==> src/rtl/if_prefetch_buffer.sv <==
// Instruction prefetch queue: one sequential read in flight, {pc, instr} FIFO; ack-to-out_valid is 1 cycle.
// Backpressure: new reads issue only while the FIFO has room; redirect flushes and cancels any in-flight response.
module if_prefetch_buffer #(
  parameter int          DEPTH    = 4,
  parameter logic [31:0] RESET_PC = 32'h0000_0000
) (
  input  logic                       clk,
  input  logic                       reset,
  output logic                       mem_req,
  output logic [31:0]                mem_addr,
  input  logic                       mem_ack,
  input  logic [31:0]                mem_rdata,
  input  logic                       redirect,
  input  logic [31:0]                redirect_pc,
  output logic                       out_valid,
  input  logic                       out_ready,
  output logic [31:0]                out_pc,
  output logic [31:0]                out_instr,
  output logic [$clog2(DEPTH+1)-1:0] count
);

  localparam int PW = $clog2(DEPTH);
  localparam int CW = $clog2(DEPTH+1);

  typedef struct packed {
    logic [31:0] pc;
    logic [31:0] instr;
  } entry_t;

  entry_t          fifo [DEPTH];
  logic [PW-1:0]   rd_ptr;
  logic [PW-1:0]   wr_ptr;
  logic [31:0]     fetch_pc;
  logic            discard;

  logic            push;
  logic            pop;
  logic            slot_free;
  logic            issue;
  logic [CW-1:0]   count_next;
  logic [31:0]     target_pc;
  logic [31:0]     seq_pc;
  logic [31:0]     issue_addr;
  logic [31:0]     fetch_pc_next;

  assign out_valid = (count != '0);
  assign out_pc    = fifo[rd_ptr].pc;
  assign out_instr = fifo[rd_ptr].instr;

  always_comb begin
    push          = mem_ack & mem_req & ~discard & ~redirect;
    pop           = out_valid & out_ready & ~redirect;
    target_pc     = {redirect_pc[31:2], 2'b00};
    seq_pc        = mem_addr + 32'd4;
    count_next    = count;
    if (redirect) count_next = '0;
    else          count_next = count + CW'(push) - CW'(pop);
    fetch_pc_next = fetch_pc;
    if (redirect)  fetch_pc_next = target_pc;
    else if (push) fetch_pc_next = seq_pc;
    // After a discarded ack fetch_pc already holds the newest redirect target.
    issue_addr    = fetch_pc_next;
    slot_free     = ~mem_req | mem_ack;
    issue         = slot_free & (count_next < CW'(DEPTH));
  end

  always_ff @(posedge clk or negedge reset) begin
    if (!reset) begin
      mem_req  <= 1'b0;
      mem_addr <= RESET_PC;
      fetch_pc <= RESET_PC;
      discard  <= 1'b0;
      count    <= '0;
      rd_ptr   <= '0;
      wr_ptr   <= '0;
    end else begin
      fetch_pc <= fetch_pc_next;
      count    <= count_next;
      // While idle, mem_addr tracks the next fetch address so a later issue is ready.
      if (slot_free) begin
        mem_req  <= issue;
        mem_addr <= issue_addr;
      end
      if (redirect && mem_req && !mem_ack) discard <= 1'b1;
      else if (mem_req && mem_ack)         discard <= 1'b0;
      if (redirect) begin
        rd_ptr <= '0;
        wr_ptr <= '0;
      end else begin
        if (push) wr_ptr <= wr_ptr + 1'b1;
        if (pop)  rd_ptr <= rd_ptr + 1'b1;
      end
    end
  end

  always_ff @(posedge clk) begin
    if (push) fifo[wr_ptr] <= '{pc: mem_addr, instr: mem_rdata};
  end

endmodule
==> config.mk <==
export PLATFORM = sky130hd
export DESIGN_NAME = if_prefetch_buffer
export DESIGN_NICKNAME = d
export VERILOG_FILES = /design/src/rtl/if_prefetch_buffer.sv
export SDC_FILE = /design/constraint.sdc
export NUM_CORES = 1
export LEC_CHECK = 0
export ABC_AREA = 1
export CAP_MARGIN = 20
export CELL_PAD_IN_SITES_DETAIL_PLACEMENT = 0
export CELL_PAD_IN_SITES_GLOBAL_PLACEMENT = 1
export CORE_ASPECT_RATIO = 1.75
export CORE_MARGIN = 3
export CORE_UTILIZATION = 49
export CTS_BUF_LIST = sky130_fd_sc_hd__clkbuf_4
export DETAILED_ROUTE_END_ITERATION = 8
export MAX_ROUTING_LAYER = met4
export PLACE_DENSITY_LB_ADDON = 0.1
export SYNTH_ARGS = -nofsm -noshare
export SYNTH_HDL_FRONTEND = slang
export SYNTH_SLANG_ARGS = --single-unit
==> constraint.sdc <==
create_clock -name clk -period 6.3 [get_ports clk]
set_clock_uncertainty 0.2 [all_clocks]
set_input_delay 0.63 -clock clk [delete_from_list [all_inputs] [get_ports clk]]
set_output_delay 0.63 -clock clk [all_outputs]
set_load 0.005 [all_outputs]
==> results.cfg, run 1 <==
[status]
status = finished clean

[flow_run]
maxCapViolations = 0

[placement]
dp.cells = 1664
hpwl_um = 18700
dp_slack_ns = 2.33
gp_congestion = 0.807
portBuffers = 167

[global_routing]
grt_remaining_overflow = 0
antenna_found_initial = 1
grt_pass1_wl_um = 49300
grt_max_degree = 92
grt_pass1_vias = 9219
track_usage = 0.218

[power_and_ir_drop]
share_comb_of_total_power = 0.265
seqPwrFrac = 0.479
p_leak_uw = 0.00623
power_switching_uw = 1890
power.internal_uw = 4210
clkPwrFrac = 0.256
ir_worst_vdd_v = 0.000204
power.density_mw_per_mm2 = 372
switching_share = 0.310

[sta]
finalSetupTns_ns = 0
rsz0062_at_grt = false
tightest_slew_ns = 0.990
hold_viol_final = 0
fmax_mhz = 224
fin_crit_ns = 4.47
finalWorstSetupSlack_ns = 1.83
max_slew_margin = 0.340
fin_crit_sh = 0.709
slew_viol_final = 0
setup_violations = 0

[die]
die_w_um = 131
initial_utilization = 0.502
num_rows = 79
ioPinCount = 170
die-area_sq_mm = 0.0296
coreArea_sq_mm = 0.0268
die_height_um = 225

[cells_and_area]
stdcell_count = 1795
multi_input_area_sq_mm = 0.00344
seq_area_sq_mm = 0.00952
fillerInstances = 2263
area_growth_pct = 21.9
final_util = 0.612
fin_nets = 1453
drive_gt1_frac = 0.115

[worst_setup_path]
cp-end-kind = output port
crit_required_ns = 5.47
reg2reg_setup_slack_ns = 3.29
reg2reg_from = mem_req$_DFFE_PN0N_
critPathArrivalTime_ns = 3.64
cp_max_fo = 91
worstSetupPathType = flop to output port
cp-start-kind = flop
reg2reg_depth = 5
r2r-end = fifo[1][63]$_DFFE_PP_

[yosys]
yosysWarnings = 0
yosysSeqAreaShare = 0.707
synth_area_per_cell_sq_um = 11.4
synth.area.top_cells = edfxtp_1, dfrtp_1, nand2_1
synth_fp_nets = 1253
ys.flop_type = edfxtp_1
synth.distinct_cells = 33
yosys.area.top_type = edfxtp_1
ys_seq_elements = 329
synthArstFlopShare = 0.222
syn_inst = 1176
synth_edf_count = 256
yosys-top-cells-count = edfxtp_1, nand2_1, nor2_1, o21ai_0, dfrtp_1
synth.most_common_cell = edfxtp_1
synth_top_cell_area_share = 0.571
syn_area_sq_mm = 0.0135

[route]
routed_wl_um = 31300
drt_iter0_markers = 526
vias_per_cell = 5.19
drc = 0
vias = 9322
first_pass_iters = 4
detail-route-antenna-nets = 0
wl_per_cell_um = 17.5

[clocking]
cts.path.max_buffers = 3
root_buffer = clkbuf_4
cts_sinks = 329
cts.clk_slew.worst_paths_ns = 0.06
post_cts_resize_count = 0
clk_latency_ns = 0.68
htreeDepth = 3
cts_made_buffers = 72
cts_tree = built

[hold_path]
min-delay-start = fetch_pc[3]$_DFF_PN0_
hold_class = flop to flop
min_path_cells = 2
min_to = fetch_pc[3]$_DFF_PN0_
[critical path: stages, from the launching register on]
cell	delay [ns]
dfrtp_4	0.66
inv_4	0.67
buf_4	0.51
o21ai_0	0.14
o22ai_1	0.32
clkdlybuf4s50_1	0.57
[layer usage]
layer / routed length [um] / vias to the layer above / GRT usage
met5: 0 / - / -
met4: 775 / 0 / 0.0821
met3: 1410 / 51 / 0.0391
met2: 16700 / 227 / 0.380
met1: 12400 / 4514 / 0.255
li1: - / 4530 / -
[sequential cells by signal (all words and copies together) (netlist names)]
register  cells
mem_req       1
fifo        256
count         3
rd_ptr        2
discard       1
mem_addr     32
wr_ptr        2
fetch_pc     32
[worst max-delay path by stage]
stage,cells after the start,from,endpoint
2_1_floorplan,5,redirect,fifo[0][0]$_DFFE_PP_
3_3_place_gp,6,redirect,fifo[1][8]$_DFFE_PP_
3_5_place_dp,6,redirect,fifo[1][8]$_DFFE_PP_
4_1_cts,5,rd_ptr[0]$_DFFE_PN0P_,out_pc[8]
5_1_grt,5,rd_ptr[0]$_DFFE_PN0P_,out_pc[14]
6_report,5,rd_ptr[0]$_DFFE_PN0P_,out_pc[8]
[layout by cell type, fill, tap and decap left out, types with 4 or more instances in the layout]
cell | Yosys | layout
clkinv_1 | 1 | 15
nand2_1 | 225 | 225
inv_1 | 72 | 70
nand3_1 | 29 | 29
clkdlybuf4s50_1 | 0 | 166
o21ai_0 | 151 | 151
a22o_1 | 17 | 17
nand2_2 | 11 | 11
buf_4 | 2 | 15
nor2_1 | 173 | 169
o22ai_1 | 64 | 64
a21oi_1 | 7 | 7
inv_2 | 2 | 6
dfrtp_1 | 73 | 71
nor2_4 | 6 | 10
edfxtp_1 | 256 | 256
clkbuf_4 | 0 | 110
nand3b_1 | 4 | 4
xor2_1 | 4 | 4
ha_1 | 7 | 7
[kinds of logic (layout without fill, tap and decap cells)]
| logic type | after synthesis | in the layout | share of synthesized area |
|---|---|---|---|
| flops | 329 | 329 | 0.707 |
| buf+inv | 133 | 387 | 0.0392 |
| other cells | 0 | 1 | 0 |
| fa+ha+maj | 8 | 8 | 0.00800 |
| compound gates | 244 | 244 | 0.102 |
| xor+xnor | 5 | 5 | 0.00325 |
| simple gates | 457 | 457 | 0.140 |
[power by group through the flow]
stage / combinational [uW] / clock [uW] / sequential [uW]
3_3_place_gp: 1630 / 0 / 2960
4_1_cts: 1650 / 1620 / 2920
6_report: 1620 / 1560 / 2920
3_5_place_dp: 1640 / 0 / 2970
5_1_grt: 1800 / 1730 / 2960
2_1_floorplan: 802 / 0 / 2860
[final cells by class]
| type | instances | area share |
|---|---|---|
| timing repair buffer | 184 | 0.110 |
| clock buffer | 110 | 0.0504 |
| multi-input combinational | 714 | 0.210 |
| sequential | 329 | 0.581 |
| tap | 364 | 0.0278 |
| antenna | 1 | 0.000153 |
| inverter | 75 | 0.0173 |
| clock inverter | 18 | 0.00420 |
[what timing repair did]
action / 4_1_cts / 5_1_grt
setup buffers: 0 / 0
endpoints found under the hold margin: 63 / 0
hold buffers: 2 / 0
[per-stage QoR]
| stage | area, sq um | hold slack [ns] | power [uW] |
|---|---|---|---|
| floorplan | 13500 | 0.134 | 3660 |
| global placement | 15500 | 0.214 | 4590 |
| detailed placement | 15500 | 0.215 | 4610 |
| CTS | 16400 | 0.266 | 6190 |
| global route | 16400 | 0.305 | 6490 |
| finish | 16400 | 0.288 | 6110 |
Note: power is estimated with default switching activity, not from simulation.
==> run 2: changes to the inputs <==
Settings changed: CORE_UTILIZATION 49 to 41.
Clock period 6.3 ns to 4.1 ns, I/O delays scaled along.
==> results.cfg, run 2 (synthesis results as in run 1) <==
[sta]
rsz0062_at_grt = false
finalSetupTns_ns = 0
finalWorstSetupSlack_ns = 0.272
slew_viol_final = 0
fin_crit_sh = 0.934
setup_violations = 0
max_slew_margin = 0.345
tightest_slew_ns = 0.983
hold_viol_final = 0
fin_crit_ns = 3.83
fmax_mhz = 261

[worst_setup_path]
cp_max_fo = 59
cp-start-kind = flop
cp-startpoint = rd_ptr[0]$_DFFE_PN0P_
reg2reg_from = count[1]$_DFF_PN0_
cp-end-kind = output port
crit_required_ns = 3.49
crit_end = out_pc[14]
worstSetupPathType = flop to output port
r2r-end = count[2]$_DFF_PN0_
reg2reg_depth = 11
reg2reg_setup_slack_ns = 1.51
critPathArrivalTime_ns = 3.22

[cells_and_area]
top_register = fifo
drive_gt1_frac = 0.119
layout_commonest_cell = edfxtp_1
fin_nets = 1459
area_growth_pct = 23.5
mostFrequentLayoutCells = edfxtp_1, nand2_1, nor2_1
reg_top3 = fifo (256), fetch_pc (32), mem_addr (32)
largest_register_ff_count = 256
stdcell_count = 1841

[flow_run]
maxCapViolations = 0

[placement]
dp_slack_ns = 1.01
dp.cells = 1702
hpwl_um = 20000
gp_congestion = 0.825
portBuffers = 167

[die]
coreArea_sq_mm = 0.0323
num_rows = 87
die-area_sq_mm = 0.0351
initial_utilization = 0.416
die_height_um = 246
die_w_um = 143
ioPinCount = 170

[global_routing]
track_usage = 0.199
grt_pass1_vias = 9628
grt_pass1_wl_um = 52200
grt_remaining_overflow = 0
grt_max_degree = 74
antenna_found_initial = 2

[route]
drt_iter0_markers = 402
routed_wl_um = 33500
wl_per_cell_um = 18.2
vias_per_cell = 5.05
drc = 0
detail-route-antenna-nets = 0
vias = 9298
first_pass_iters = 5

[power_and_ir_drop]
power_switching_uw = 3010
finalPower_uw = 9640
seqPwrFrac = 0.469
power.density_mw_per_mm2 = 580
p_leak_uw = 0.00630
ir_worst_vdd_v = 0.000316
share_comb_of_total_power = 0.264
switching_share = 0.313
clkPwrFrac = 0.267
power.internal_uw = 6620

[clocking]
cts_made_buffers = 77
root_buffer = clkbuf_4
clk_latency_ns = 0.73
cts_sinks = 329
cts_tree = built
htreeDepth = 3
cts.path.max_buffers = 3
cts.clk_slew.worst_paths_ns = 0.06

[status]
status = finished clean

[hold_path]
hold_class = input port to flop
run 2: cell types whose count changed in the layout (fill, tap and decap cells not counted), sizes merged:
cell         before  now
clkinv           16   25
inv              77   78
dlygate4sd3       2    1
buf              16   18
diode             1    2
bufinv            0    2
clkbuf          110  106
run 2: power groups by stage:
stage	Clock (uW)	Sequential [uW]	Combinational (uW)
detailed placement	0	4590	2600
floorplan	0	4390	1230
finish	2570	4520	2550
global route	2850	4580	2840
CTS	2690	4520	2610
global placement	0	4580	2580
run 2: critical path: stages (launching register included):
cell,delay [ns]
dfrtp_4,0.83
buf_4,0.49
o21ai_0,0.18
o22ai_1,0.36
clkdlybuf4s50_1,0.58
run 2: layer usage:
metal,wire length [um],up-vias,track usage,share of wire
met1,13300,4493,0.222,0.40
met2,18000,226,0.349,0.54
met5,0,-,-,0
li1,-,4534,-,-
met4,809,0,0.0686,0.024
met3,1430,45,0.0453,0.042
run 2: what timing repair did:
item | CTS | global route
resized for setup | 0 | 0
hold endpoints to repair | 73 | 0
setup buffers | 0 | 0
hold buffers | 1 | 0
run 2: worst min path at each step:
stage | from | end | slack (ns) | cells past startpoint
floorplan | reset | count[0]$_DFF_PN0_ | -0.09 | 0
global placement | fetch_pc[3]$_DFF_PN0_ | fetch_pc[3]$_DFF_PN0_ | 0.26 | 2
detailed placement | fetch_pc[7]$_DFF_PN0_ | fetch_pc[7]$_DFF_PN0_ | 0.28 | 2
CTS | redirect_pc[13] | fetch_pc[13]$_DFF_PN0_ | 0.008 | 3
global route | mem_rdata[2] | fifo[2][2]$_DFFE_PP_ | 0.04 | 1
finish | redirect_pc[13] | fetch_pc[13]$_DFF_PN0_ | 0.1 | 3
run 2: cell type report:
cell class              count  area, sq um
fillers                  2980        15700
clock inverters            30          173
diodes                      2         5.00
well taps                 400          500
clock buffers             106          796
inverters                  75          284
multi-input cells         714         3440
flip-flops and latches    329         9520
repair buffers            185         1890
run 2: metrics by stage:
stage / hold slack (ns) / utilization / instance area [sq um]
after floorplan: -0.0856 / - / 13500
after global placement: 0.264 / 0.483 / 15600
after detailed placement: 0.278 / 0.483 / 15600
after CTS: 0.00816 / 0.514 / 16600
after global routing: 0.0437 / 0.514 / 16600
final: 0.0996 / 0.514 / 16600
